--- src/rtl/idli_sqi_ctrl.sv ---
// Lockstep controller for the LO/HI SQI memories: quad-mode entry after reset,
// then command/address/dummy/data streams on a shared CS and SCK.
package idli_pkg;
    localparam int SQI_NUM = 2;
    typedef logic [3:0] sqi_data_t;
endpackage

module idli_sqi_ctrl
    import idli_pkg::*;
(
    input  logic                               i_clk,
    input  logic                               i_rst,
    input  logic                               i_req,
    input  logic                               i_wr,
    input  logic [15:0]                        i_addr,
    input  logic                               i_stop,
    output logic                               o_idle,
    output logic                               o_rd_vld,
    output logic [SQI_NUM*$bits(sqi_data_t)-1:0] o_rd_data,
    output logic                               o_wr_rdy,
    input  logic [SQI_NUM*$bits(sqi_data_t)-1:0] i_wr_data,
    output logic                               o_sqi_cs_n,
    output logic                               o_sqi_sck_en,
    output logic [SQI_NUM*$bits(sqi_data_t)-1:0] o_sqi_sio_out,
    output logic                               o_sqi_sio_oe,
    input  logic [SQI_NUM*$bits(sqi_data_t)-1:0] i_sqi_sio_in
);
    localparam int SW = SQI_NUM * $bits(sqi_data_t);

    typedef enum logic [3:0] {
        ST_RSTQ, ST_GAP0, ST_EQIO, ST_GAP1, ST_IDLE,
        ST_CMD, ST_ADDR, ST_DUMMY, ST_DATA, ST_END
    } state_t;

    typedef struct packed {
        logic          cs_n;
        logic          oe;
        logic          idle;
        logic          wr_rdy;
        logic [SW-1:0] sio;
    } outs_t;

    state_t          r_state;
    logic [3:0]      r_cnt;
    logic            r_wr;
    logic [15:0]     r_addr;
    logic            r_cs_n;
    logic            r_sck_en;
    logic            r_oe;
    logic [SW-1:0]   r_sio;
    logic            r_idle;
    logic            r_wr_rdy;
    logic            r_rd_vld;
    logic [SW-1:0]   r_rd_data;

    state_t          w_nstate;
    logic [3:0]      w_ncnt;
    logic            w_nwr;
    logic [15:0]     w_naddr;
    outs_t           w_outs;

    // Pin values presented while the FSM sits in state s at step c. RSTQ step 0 is
    // the post-reset cycle, so it keeps CS high like the reset values.
    function automatic outs_t decode(input state_t s, input logic [3:0] c,
                                     input logic wr, input logic [15:0] addr);
        outs_t      o;
        sqi_data_t  nib;
        logic [7:0] eqio;
        logic [23:0] baddr;
        logic [4:0] sh;
        o      = '0;
        o.cs_n = 1'b1;
        nib    = '0;
        eqio   = 8'h38;
        baddr  = {8'h00, addr};
        sh     = 5'd20 - {c[2:0], 2'b00};
        case (s)
            ST_RSTQ: begin
                if (c != 4'd0) begin
                    o.cs_n = 1'b0;
                    o.oe   = 1'b1;
                    o.sio  = '1;
                end
            end
            ST_EQIO: begin
                o.cs_n = 1'b0;
                o.oe   = 1'b1;
                o.sio  = {SQI_NUM{3'b000, eqio[3'd7 - c[2:0]]}};
            end
            ST_IDLE: o.idle = 1'b1;
            ST_CMD: begin
                o.cs_n = 1'b0;
                o.oe   = 1'b1;
                nib    = (c == 4'd0) ? 4'h0 : (wr ? 4'h2 : 4'h3);
                o.sio  = {SQI_NUM{nib}};
            end
            ST_ADDR: begin
                o.cs_n = 1'b0;
                o.oe   = 1'b1;
                nib    = sqi_data_t'(baddr >> sh);
                o.sio  = {SQI_NUM{nib}};
            end
            ST_DUMMY: o.cs_n = 1'b0;
            ST_DATA: begin
                o.cs_n   = 1'b0;
                o.oe     = wr;
                o.wr_rdy = wr;
            end
            default: ;
        endcase
        return o;
    endfunction

    always_comb begin
        w_nstate = r_state;
        w_ncnt   = r_cnt + 4'd1;
        w_nwr    = r_wr;
        w_naddr  = r_addr;
        case (r_state)
            ST_RSTQ:  if (r_cnt == 4'd2) begin w_nstate = ST_GAP0; w_ncnt = '0; end
            ST_GAP0:  begin w_nstate = ST_EQIO; w_ncnt = '0; end
            ST_EQIO:  if (r_cnt == 4'd7) begin w_nstate = ST_GAP1; w_ncnt = '0; end
            ST_GAP1:  begin w_nstate = ST_IDLE; w_ncnt = '0; end
            ST_IDLE: begin
                w_ncnt = '0;
                if (i_req) begin
                    w_nstate = ST_CMD;
                    w_nwr    = i_wr;
                    w_naddr  = i_addr;
                end
            end
            ST_CMD:   if (r_cnt == 4'd1) begin w_nstate = ST_ADDR; w_ncnt = '0; end
            ST_ADDR: begin
                if (r_cnt == 4'd5) begin
                    w_nstate = r_wr ? ST_DATA : ST_DUMMY;
                    w_ncnt   = '0;
                end
            end
            ST_DUMMY: if (r_cnt == 4'd1) begin w_nstate = ST_DATA; w_ncnt = '0; end
            ST_DATA: begin
                w_ncnt = '0;
                if (i_stop) w_nstate = ST_END;
            end
            ST_END:   begin w_nstate = ST_IDLE; w_ncnt = '0; end
            default:  begin w_nstate = ST_RSTQ; w_ncnt = '0; end
        endcase
        w_outs = decode(w_nstate, w_ncnt, w_nwr, w_naddr);
    end

    always_ff @(posedge i_clk) begin
        if (i_rst) begin
            r_state   <= ST_RSTQ;
            r_cnt     <= '0;
            r_wr      <= 1'b0;
            r_addr    <= '0;
            r_cs_n    <= 1'b1;
            r_sck_en  <= 1'b0;
            r_oe      <= 1'b0;
            r_sio     <= '0;
            r_idle    <= 1'b0;
            r_wr_rdy  <= 1'b0;
            r_rd_vld  <= 1'b0;
            r_rd_data <= '0;
        end else begin
            r_state  <= w_nstate;
            r_cnt    <= w_ncnt;
            r_wr     <= w_nwr;
            r_addr   <= w_naddr;
            r_cs_n   <= w_outs.cs_n;
            r_sck_en <= !w_outs.cs_n;
            r_oe     <= w_outs.oe;
            r_sio    <= w_outs.sio;
            r_idle   <= w_outs.idle;
            r_wr_rdy <= w_outs.wr_rdy;
            // Read nibbles are captured at the end of every read DATA cycle.
            r_rd_vld <= (r_state == ST_DATA) && !r_wr;
            if ((r_state == ST_DATA) && !r_wr)
                r_rd_data <= i_sqi_sio_in;
        end
    end

    assign o_idle        = r_idle;
    assign o_rd_vld      = r_rd_vld;
    assign o_rd_data     = r_rd_data;
    assign o_wr_rdy      = r_wr_rdy;
    assign o_sqi_cs_n    = r_cs_n;
    assign o_sqi_sck_en  = r_sck_en;
    assign o_sqi_sio_oe  = r_oe;
    // Write data passes straight through so the core's nibble lands in the same cycle.
    assign o_sqi_sio_out = r_wr_rdy ? i_wr_data : r_sio;

endmodule
--- config.mk ---
export PLATFORM = sky130hd
export DESIGN_NAME = idli_sqi_ctrl
export DESIGN_NICKNAME = d
export VERILOG_FILES = /design/src/rtl/idli_sqi_ctrl.sv
export SDC_FILE = /design/constraint.sdc
export NUM_CORES = 1
export LEC_CHECK = 0
export CAP_MARGIN = 20
export CORE_UTILIZATION = 52
export DETAILED_ROUTE_END_ITERATION = 12
export GPL_ROUTABILITY_DRIVEN = 0
export MAX_ROUTING_LAYER = met4
export PLACE_DENSITY_LB_ADDON = 0.15
export SKIP_LAST_GASP = 1
export SLEW_MARGIN = 20
export SYNTH_ARGS = -nofsm -noshare
export SYNTH_HDL_FRONTEND = slang
export SYNTH_SLANG_ARGS = --single-unit
--- constraint.sdc ---
create_clock -name i_clk -period 4.61 [get_ports i_clk]
set_clock_uncertainty 0.15 [all_clocks]
set_input_delay 1.383 -clock i_clk [delete_from_list [all_inputs] [get_ports i_clk]]
set_output_delay 1.383 -clock i_clk [all_outputs]
set_load 0.02 [all_outputs]
* After elaboration in Yosys (flattened, before gate mapping)
Memories as Yosys holds them, arrays and structs flattened.
Index checks and enable logic that the tools add are counted.
** Word-level totals
- Register bits after elaboration :: 47
- Bits in read-only memories :: 8
- Input port bits :: 37
- Logic and storage cells :: 78
- Memories :: 1
** Cells by class
- $add $sub $neg :: 3
- Magnitude comparators :: 1
- Equality and inequality tests :: 19
- Shift operators :: 1
- Multiplexer cells :: 28
- Bitwise gates (word level) :: 1
- Reductions and logical operators :: 12
** Memory list
- (no name shown) :: words 8, width 1, read ports 1, clocked after memory_dff 0, write ports 0, line 88 : o.sio = {SQI_NUM{3'b000, eqio[3'd7 - c[2:0]]}};
** Operators with widths (count)
- $mux 4 :: 12
- $eq 4x3->1 const B :: 10
- $pmux 4 s9 :: 1
- $mux 16 :: 2
- $pmux 8 s4 :: 1
- $eq 4x2->1 const B :: 4
- $mux 8 :: 2
- $pmux 4 s4 :: 1
- $shr 16x5->4 :: 1
- $eq 4x4->1 const B :: 3
- $logic_not 4->1 :: 3
- $eq 4x1->1 const B :: 2
- $reduce_or 2->1 :: 3
- $mux 1 :: 5
- $reduce_or 5->1 :: 1
- $sub 5x5->5 const A :: 1
- $add 4x1->4 const B :: 1
- $lt 3x4->1 const B :: 1
- $mux 2 :: 2
- $reduce_bool 4->1 :: 1
- $pmux 1 s3 :: 1
- $reduce_or 3->1 :: 1
- $sub 3x3->3 const A :: 1
- $logic_not 1->1 :: 2
- 3 further kinds :: 3

* Depth between registers and ports, before layout
- Word-level depth :: 7
- Mapped depth :: 10
- Mapped depth without buffers :: 9

* Least setup slack after synthesis
Ideal clock, no wire load.
- Path kind :: input -> output
- From :: in i_wr_data[0]
- To :: out o_sqi_sio_out[0]
- Data arrival time :: 1.590 ns
- Data required time :: 3.077 ns
- Slack :: 1.487 ns
- Stages on the path :: 2
- Cells stage by stage :: nand2_1 -> nand2_1
** On the way
- Cells in the longest elaborated chain, start to end :: 1
** Ends and longest elaborated chain
- start: declaration :: line 21 : input logic [SQI_NUM*$bits(sqi_data_t)-1:0] i_wr_data,
- $mux 8 :: line 190 : assign o_sqi_sio_out = r_wr_rdy ? i_wr_data : r_sio;
- end: declaration :: line 24 : output logic [SQI_NUM*$bits(sqi_data_t)-1:0] o_sqi_sio_out,
No other way between the ends.

* Worst setup path after layout
- From :: in i_wr_data[6]
- To :: out o_sqi_sio_out[6]
The elaborated chain is that of the path after synthesis.

==> out/results.ini <==
[setup_path]
cp-end-kind=primary output
reg2reg_from=r_state[1]
slowest_delay_ns=0.60
crit_arrival_ns=2.58
reg2reg_to=r_sio[5]
critical_path_class=in2out
critPathLaunchType=input port
slowest_stage=clkdlybuf4s50_1
worstRegToRegCells=6
crit_chain=clkdlybuf4s50_1, nand2_1, nand2_1, clkdlybuf4s50_1
required_ns=3.08
reg2reg_slack_ns=1.75
critPathMaxFanout=1
startpoint=i_wr_data[6]

[route]
firstDrtPassIters=4
num_vias=2159
drt-total-wl_um=5290
routed_via_density=5.62
drc=0
wl_per_cell_um=13.8
drt_iter0_markers=185
final_antenna_net_count=0

[finish]
fin_cells=384
fin_nets=375
drive_gt1_share_pct=8.08
final_common_cell=clkdlybuf4s50_1
area_growth_pct=30.4
nFillCells=351
layout_common_cells=clkdlybuf4s50_1, nand2_1, dfxtp_1, nor2_1, a21oi_1
diodes=0
final_cell_area_mm2=0.00294

[worst_hold_path]
hold_end=r_addr[9]
hold_depth=2
hold_path.class=reg2reg
worstHoldStart=r_addr[9]

[placement]
dp_hpwl_um=3750
dp_cells=378
dpl_cell_area_mm2=0.00287
port_buffers=58

[power_and_ir_drop]
p_sw_share_pct=37.9
p_per_area_mw_per_mm2=445
p_int_uw=813
clkPwrFrac_pct=17.2
p_sw_uw=497
leakagePower_uw=0.00110
power_uw=1310
vdd_drop_max_uv=227
seqPwrFrac_pct=34.4
pwr-share-comb_pct=48.4

[timing]
final.setup.tns_ns=0
final.period_utilization_pct=89.2
min_period_ns=4.11
rsz0062_at_grt=false
drv_slew=0
relSlewSlack_pct=49.8
setup_viol=0
hold_violations=0
tightest_slew_ns=0.751
fmax_ghz=0.243

[clocking]
cts_max_path_buffers=2
ctsRootBufferMaster=clkbuf_8
htree_levels=2
cts_made_buffers=5
clk_latency_ns=0.29
cts_tree=yes
hold_buffers=0
ctsResizeCount=0
clk_pin_slew_ns=0.08
clock_sinks=43
cts_setup_buffers=0

[status]
outcome=complete, no violations

[synth]
synth_edf_count=0
async_reset_ff_share_pct=0
synth-seq-area-share_pct=38.1
syn_area_per_cell_um2=8.00
ys.flop_type=dfxtp_1
syn_inst=282
syn_area_mm2=0.00226
ys_warn_count=0
post-synth-top-area-cell=dfxtp_1
synth_top_cell_area_share_pct=38.1
synth_cell_type_count=59
synth_area_leaders=dfxtp_1, nand2_1, mux2i_1
syn_nets=322
ys_ff_latch=43

[die]
io_pins=59
die_w_um=67.9
placementRows=23
initial_core_util_pct=55.2
core_area_mm2=0.00409
die_area_mm2=0.00461
die-height_um=67.9

[global_routing]
first_global_vias=1951
globalRouteOverflowTotal=0
grt_pass1_wl_um=8570
grt_antenna_before_repair=0
grt_usage_pct=25.8
grt_max_degree=42

[run]
maxCapViolations=0

-- routing by layer --
layer / GRT usage [%] / share of wire, %
met4: 10.2 / 0.98
met5: - / 0
met2: 40.7 / 47
met3: 6.83 / 5.7
met1: 31.2 / 46
-- worst max-delay path: cells and delay by family --
kind | cells | cell delay, ns
buffers and inverters | 2 | 1.06
and+or+nand+nor | 2 | 0.13
-- through the flow --
| stage | worst slack, ns | hold slack, ns | util [%] |
|---|---|---|---|
| global route | 0.446 | 0.331 | 72.0 |
| finish | 0.499 | 0.307 | 72.0 |
| floorplan | 1.49 | 0.286 | - |
| global placement | 0.526 | 0.291 | 70.1 |
| detailed placement | 0.502 | 0.300 | 70.1 |
| CTS | 0.500 | 0.311 | 72.0 |
-- cells by family after synthesis --
kind of cell,share of synthesized area (%)
simple gates,28.2
compound gates,18.7
flops,38.1
buf+inv,4.60
mux,7.15
xor+xnor,1.55
fa+ha+maj,1.66
-- Yosys cell counts (3+ instances only) --
cell type / instances
a21oi_1: 29
buf_2: 5
clkbuf_1: 10
dfxtp_1: 43
ha_1: 3
inv_1: 8
mux2i_1: 15
nand2_1: 57
nand2b_1: 8
nand3_1: 3
nor2_1: 29
nor2b_1: 4
nor3_1: 4
nor4_1: 3
o21ai_0: 5
-- final cells by class --
| type | count | area (um^2) | area share, % |
|---|---|---|---|
| Multi-Input combinational cell | 214 | 1300 | 44.1 |
| Sequential cell | 43 | 861 | 29.3 |
| Timing Repair Buffer | 62 | 611 | 20.7 |
| Clock buffer | 5 | 68.8 | 2.34 |
| Tap cell | 50 | 62.6 | 2.13 |
| Inverter | 9 | 33.8 | 1.15 |
| Clock inverter | 1 | 7.51 | 0.255 |
-- worst max path at each step --
stage,slack [ns],end,cells past startpoint
global placement,0.53,o_sqi_sio_out[1],4
CTS,0.50,o_sqi_sio_out[1],4
floorplan,1.49,o_sqi_sio_out[0],2
detailed placement,0.50,o_sqi_sio_out[1],4
finish,0.50,o_sqi_sio_out[6],4
global route,0.45,o_sqi_sio_out[1],4
-- state kept, by name (all words and copies together) (netlist names), 4 cells and up --
register and count:
o_rd_data 8, r_addr 16, r_state 4, r_cnt 4, r_sio 4
-- power groups by stage --
stage | logic, uW | registers (uW) | clock network (uW)
4_1_cts | 633 | 450 | 232
2_1_floorplan | 447 | 456 | 0
5_1_grt | 689 | 458 | 247
3_3_place_gp | 620 | 457 | 0
6_report | 635 | 451 | 225
3_5_place_dp | 630 | 459 | 0
Power figures use the tool's default switching activity.
